### src/rtl/dm_arbiter.sv
// dm_arbiter: shares the single data-memory (dm) BRAM port between the CPU
// M stage and the DMA/loader port. One access is issued per cycle. Read data
// comes back on the BRAM's one-cycle latency. Writes with illegal byte-enable
// patterns are granted but blocked from the memory and flagged on be_err.
//
// Ports:
//   Clk, Reset                       clock, synchronous active-high reset
//   cpu_req/we/addr/be/wdata         CPU request side
//   cpu_gnt, cpu_rvalid, cpu_rdata   CPU grant and read return
//   dma_req/we/addr/be/wdata         DMA request side
//   dma_gnt, dma_rvalid, dma_rdata   DMA grant and read return
//   dm_Addr, dm_Din, dm_Be, dm_We    drive the dm BRAM
//   dm_Dout                          dm read data, one cycle after address
//   be_err                           pulse one cycle after an illegal-be write
module dm_arbiter #(
  parameter int unsigned STARVE_LIMIT = 8
) (
  input  logic        Clk,
  input  logic        Reset,
  input  logic        cpu_req,
  input  logic        cpu_we,
  input  logic [31:0] cpu_addr,
  input  logic [3:0]  cpu_be,
  input  logic [31:0] cpu_wdata,
  output logic        cpu_gnt,
  output logic        cpu_rvalid,
  output logic [31:0] cpu_rdata,
  input  logic        dma_req,
  input  logic        dma_we,
  input  logic [31:0] dma_addr,
  input  logic [3:0]  dma_be,
  input  logic [31:0] dma_wdata,
  output logic        dma_gnt,
  output logic        dma_rvalid,
  output logic [31:0] dma_rdata,
  output logic [31:0] dm_Addr,
  output logic [31:0] dm_Din,
  output logic [3:0]  dm_Be,
  output logic        dm_We,
  input  logic [31:0] dm_Dout,
  output logic        be_err
);

  localparam logic [7:0] LIMIT = 8'(STARVE_LIMIT);

  typedef enum logic [1:0] {
    RD_NONE = 2'd0,
    RD_CPU  = 2'd1,
    RD_DMA  = 2'd2
  } rd_owner_t;

  logic [7:0] starve_cnt_q, starve_cnt_d;
  rd_owner_t  rd_owner_q, rd_owner_d;
  logic       be_err_q, be_err_d;

  logic       force_dma;
  logic       sel_we;
  logic [3:0] sel_be;
  logic       be_legal;
  logic       granted;

  always_comb begin
    force_dma = (starve_cnt_q == LIMIT);
    cpu_gnt   = 1'b0;
    dma_gnt   = 1'b0;
    if (!Reset) begin
      if (force_dma && dma_req) begin
        dma_gnt = 1'b1;
      end else if (cpu_req) begin
        cpu_gnt = 1'b1;
      end else if (dma_req) begin
        dma_gnt = 1'b1;
      end
    end
  end

  // Address/data default to the CPU side when idle; be is masked to zero.
  always_comb begin
    granted = cpu_gnt | dma_gnt;
    dm_Addr = dma_gnt ? dma_addr  : cpu_addr;
    dm_Din  = dma_gnt ? dma_wdata : cpu_wdata;
    sel_be  = dma_gnt ? dma_be    : cpu_be;
    sel_we  = dma_gnt ? dma_we    : cpu_we;
    dm_Be   = granted ? sel_be : '0;

    case (sel_be)
      4'b0001, 4'b0010, 4'b0100, 4'b1000,
      4'b0011, 4'b1100, 4'b1111: be_legal = 1'b1;
      default:                   be_legal = 1'b0;
    endcase

    dm_We    = granted & sel_we & be_legal;
    be_err_d = granted & sel_we & ~be_legal;
  end

  always_comb begin
    if (dma_gnt || !dma_req) begin
      starve_cnt_d = '0;
    end else if (starve_cnt_q < LIMIT) begin
      starve_cnt_d = starve_cnt_q + 8'd1;
    end else begin
      starve_cnt_d = starve_cnt_q;
    end

    rd_owner_d = RD_NONE;
    if (cpu_gnt && !cpu_we) begin
      rd_owner_d = RD_CPU;
    end else if (dma_gnt && !dma_we) begin
      rd_owner_d = RD_DMA;
    end
  end

  always_ff @(posedge Clk) begin
    if (Reset) begin
      starve_cnt_q <= '0;
      rd_owner_q   <= RD_NONE;
      be_err_q     <= 1'b0;
    end else begin
      starve_cnt_q <= starve_cnt_d;
      rd_owner_q   <= rd_owner_d;
      be_err_q     <= be_err_d;
    end
  end

  // Gating with Reset suppresses a return still in flight when reset lands
  // in the cycle right after the read grant.
  always_comb begin
    cpu_rvalid = (rd_owner_q == RD_CPU) && !Reset;
    dma_rvalid = (rd_owner_q == RD_DMA) && !Reset;
    cpu_rdata  = cpu_rvalid ? dm_Dout : '0;
    dma_rdata  = dma_rvalid ? dm_Dout : '0;
    be_err     = be_err_q;
  end

endmodule

### config.mk
export PLATFORM = sky130hd
export DESIGN_NAME = dm_arbiter
export DESIGN_NICKNAME = d
export VERILOG_FILES = /design/src/rtl/dm_arbiter.sv
export SDC_FILE = /design/constraint.sdc
export NUM_CORES = 1
export LEC_CHECK = 0
export ABC_CLOCK_PERIOD_IN_PS = 3400
export CAP_MARGIN = 20
export CORE_AREA = 2 2 121 123
export CTS_CLUSTER_SIZE = 12
export DETAILED_ROUTE_END_ITERATION = 10
export DIE_AREA = 0 0 123 125
export GPL_TIMING_DRIVEN = 0
export PLACE_DENSITY_LB_ADDON = 0.15
export RECOVER_POWER = 25
export SLEW_MARGIN = 0
export SYNTH_ARGS = -nofsm -noshare
export SYNTH_HDL_FRONTEND = slang
export SYNTH_SLANG_ARGS = --single-unit
### constraint.sdc
create_clock -name Clk -period 3.4 [get_ports Clk]
set_input_delay 0.34 -clock Clk [delete_from_list [all_inputs] [get_ports Clk]]
set_output_delay 0.34 -clock Clk [all_outputs]
set_load 0.03 [all_outputs]
==> metrics.md <==
| Metric | Value |
|---|---|
| Htree depth | `1` |
| Clock latency at the later pin of the worst-skew pair | `0.24 ns` |
| Core Area | `about 14000 µm²` |
| Total track usage | `14.1%` |
| Syn Nets | `520` |
| Wire per inst | `~13 µm` |
| Hold Path Sink | `starve_cnt_q[4]` |
| Post-synthesis compound-gate area fraction | `5.24%` |
| Ys async rst share | `0%` |
| Post-synth top area share | `about 40%` |
| Worst R2R Setup Slack | `~1.3 ns` |
| Yosys reg bits | `11` |
| Synth Area in Simple Gates | `between 70 and 80%` |
| Gate Count Post-Synth | `344` |
| Max_cap viols | `0` |
| Residual DRC | `0` |
| Initial Util | `12.9%` |
| Worst-margin pin slew | `~0.67 ns` |
| Leakage | `roughly 2.3 nW` |
| Post-synth top cells | `196 x nand2_1, 69 x and2_1, 14 x clkbuf_1` |
| Post-Synth Adder-Cell Area | `1.36%` |
| Post-synth EDFFs | `0` |
| Synth-to-Final Area Change | `186%` |
| Cell variety after synth | `34` |
| Die Area | `between 15000 and 20000 µm²` |
| VDD IR max | `approximately 0.00012 V` |
| Rows | `44` |
| Final instance area | `roughly 5300 µm²` |
| R2R cell count | `9` |
| Status | `complete, no violations` |
| TNS Setup | `0 ns` |
| Sequential fraction of the synthesis area | `12.0%` |
| Top Ports | `roughly 310` |
| Path type of the worst setup path | `reg2out` |
| Antenna diodes | `0` |
| Root cell of the clock tree | `clkbuf_16` |
| Post-CTS Hold Buffers | `0` |
| DRT iter0 DRCs | `48` |
| Yosys top cell by area | `nand2_1` |
| Warnings, synthesis | `0` |
| CTS tree | `yes` |
| Clock Power Share | `about 22%` |
| GR Util met1 | `between 10% and 20%` |
| Hold Path Origin | `starve_cnt_q[4]` |
| Post-CTS setup buffer count | `0` |
| Final nets | `836` |
| Worst slew margin | `55.2%` |
| Met2 Use GR | `27.8%` |
| # resized after CTS | `0` |
| Startpoint types | `flop` |
| Total number of vias | `between 3000 and 4000` |
| Global-route wire length before repair | `17100 µm` |
| Vias in the first global route | `3335` |
| Crit-path max FO | `10` |
| Synth top area cells | `nand2_1 40%, and2_1 23%, dfxtp_1 12%, clkbuf_1 2.9%, nor2_1 1.6%` |
| Switching part of the total power | `between 30% and 40%` |
| Worst-path clk slew | `~0.040 ns` |
| Overflow after GRT | `0` |
| Logic pwr share | `approximately 64%` |
| Final Hold Viols | `0` |
| Num Clock Sinks | `11` |
| RSZ-0062 raised after global routing | `false` |
| Critical register-to-register path startpoint | `starve_cnt_q[0]` |
| Hpwl dp | `between 9000 and 10000 µm` |
| DP Area | `5180 µm²` |
| RD Place Congestion | `0.837` |
| Main combinational cell family by area after synthesis | `simple AND/OR/NAND/NOR gates` |
| Minimum clock period | `around 3.1 ns` |
| Number of CTS-inserted buffers | `3` |
| Grt peak-use layer | `met2` |
| Post-Synthesis Cell Area | `approximately 1800 µm²` |
| Share of layout cells above drive strength 1 | `under 10%` |
| Via density | `3.90` |
| Final wirelength | `roughly 11000 µm` |
| Fmax | `~320 MHz` |
| Largest net degree at the start of global routing | `11` |
| Maximum buffer depth of the clock tree | `2` |
| Pre-Repair DR Iteration Count | `4` |
| Port bufs | `311` |
| Die Width | `123 µm` |
| Post-synthesis mux area share | `roughly 2%` |
| Flop pwr share | `between 10% and 20%` |
| P_sw | `approximately 0.35 mW` |
| WP data arrival | `roughly 2.8 ns` |
| Die Height | `125 µm` |
| Setup violators final | `0` |
| Cell Pwr Density | `about 180 nW/µm²` |
| Final ANT Viol Nets | `0` |
| Top FF cell, synth | `dfxtp_1` |
| Average size of a mapped cell | `5.35 µm²` |
| GR Layer Usage met3 | `5.75%` |
| Synth Area in XOR/XNOR | `roughly 1.4%` |
| Hold_ws | `~0.52 ns` |
| Most frequent cell after synthesis | `nand2_1` |
| Critical Path Sink Type | `primary output` |
| Worst hold stages | `1` |
| Pint | `0.622 mW` |
| Clock Skew | `roughly 0.00082 ns` |
| Final Cycle Share | `~93%` |
| Worst r2r dst | `be_err` |
| Final slew viol count | `0` |
| CP required | `~3.1 ns` |
| Initial antenna violation count | `0` |
| Hold crit path type | `reg2reg` |
## power by group through the flow
stage | sequential, mW | combinational (mW) | clock, mW
3_5_place_dp | 0.135 | 0.629 | 0
6_report | 0.133 | 0.621 | 0.215
3_3_place_gp | 0.135 | 0.628 | 0
2_1_floorplan | 0.137 | 0.253 | 0
4_1_cts | 0.133 | 0.634 | 0.221
5_1_grt | 0.133 | 0.665 | 0.226
## flip-flops by register name (all words and copies together), names as in the netlist
| signal | count |
|---|---|
| starve_cnt_q | 8 |
| rd_owner_q | 2 |
| be_err | 1 |
## worst max-delay path: stages, from the launching register on
cell             delay (ns)
dfxtp_1                0.39
inv_1                  0.07
ha_1                   0.19
and3b_1                0.20
a21bo_1                0.24
nand2b_4               0.12
buf_2                  0.24
clkbuf_2               0.26
nand2_1                0.08
nand2_1                0.07
clkdlybuf4s50_1        0.69
## kinds of logic after synthesis
logic type / after synthesis
DFF: 11
buffers and inverters: 24
adders and majority gates: 2
muxes: 3
xor gates and xnor gates: 3
AOI/OAI and AO/OA: 10
and+or+nand+nor: 291
## routing by layer
metal / vias to the layer above / share of wire [%] / wire length [µm]
met4: 0 / 1.6 / 187
met1: 1416 / 34 / 3890
met3: 13 / 12 / 1370
met2: 170 / 52 / 5920
met5: - / 0 / 0
li1: 1689 / - / -
## per-stage QoR
| step | setup slack (ns) | total power, mW | instances | util, % |
|---|---|---|---|---|
| floorplan | 1.05 | 0.389 | 344 | - |
| finish | 0.252 | 0.969 | 843 | 37.0 |
| detailed placement | 0.219 | 0.765 | 839 | 36.5 |
| global route | 0.0104 | 1.02 | 843 | 37.0 |
| CTS | 0.0166 | 0.988 | 843 | 37.0 |
| global placement | 0.198 | 0.763 | 839 | 36.5 |
## layout by cell type, fill, tap and decap left out
cell / synthesis / final
a22o_1: 2 / 2
xnor2_1: 2 / 2
nand2b_4: 1 / 1
inv_1: 2 / 2
clkbuf_1: 14 / 14
o31ai_4: 1 / 1
nor2b_1: 3 / 3
nand3_1: 4 / 4
a21oi_1: 1 / 1
nor4_1: 1 / 1
nor2_1: 8 / 8
clkbuf_16: 0 / 3
a32oi_1: 1 / 1
dlygate4sd3_1: 0 / 25
nand2b_1: 1 / 1
o21ai_0: 1 / 1
nor4_4: 1 / 1
and2_1: 69 / 68
and3_1: 1 / 1
a21o_1: 1 / 1
ha_1: 2 / 2
a41oi_1: 1 / 1
clkdlybuf4s50_1: 0 / 285
mux2i_1: 1 / 2
and2_0: 0 / 1
mux2i_2: 2 / 1
dfxtp_1: 11 / 11
inv_8: 1 / 1
nor3b_1: 2 / 2
clkbuf_2: 0 / 5
buf_2: 4 / 4
nand2_1: 196 / 196
a211oi_2: 1 / 1
and3b_1: 1 / 1
a21bo_1: 1 / 1
xor2_1: 1 / 1
or4_1: 1 / 1
nor3_1: 2 / 2
## layout make-up
cell class              instances  area, µm²
flip-flops and latches         11        220
fillers                      1534       8950
multi-input cells             309       1510
plain buffers                  21       90.1
clock buffers                   4       78.8
inverters                       3       18.8
well taps                     184        230
repair buffers                311       3110
## how the worst max path moves through the flow
| stage | cells past startpoint | to | start |
|---|---|---|---|
| global placement | 8 | dm_Addr[7] | Reset |
| finish | 10 | dm_Addr[11] | starve_cnt_q[0] |
| floorplan | 9 | dm_We | starve_cnt_q[0] |
| detailed placement | 8 | dm_Addr[9] | Reset |
| CTS | 10 | dm_Addr[9] | starve_cnt_q[0] |
| global route | 10 | dm_Addr[21] | starve_cnt_q[0] |
Power figures use the tool's default switching activity.
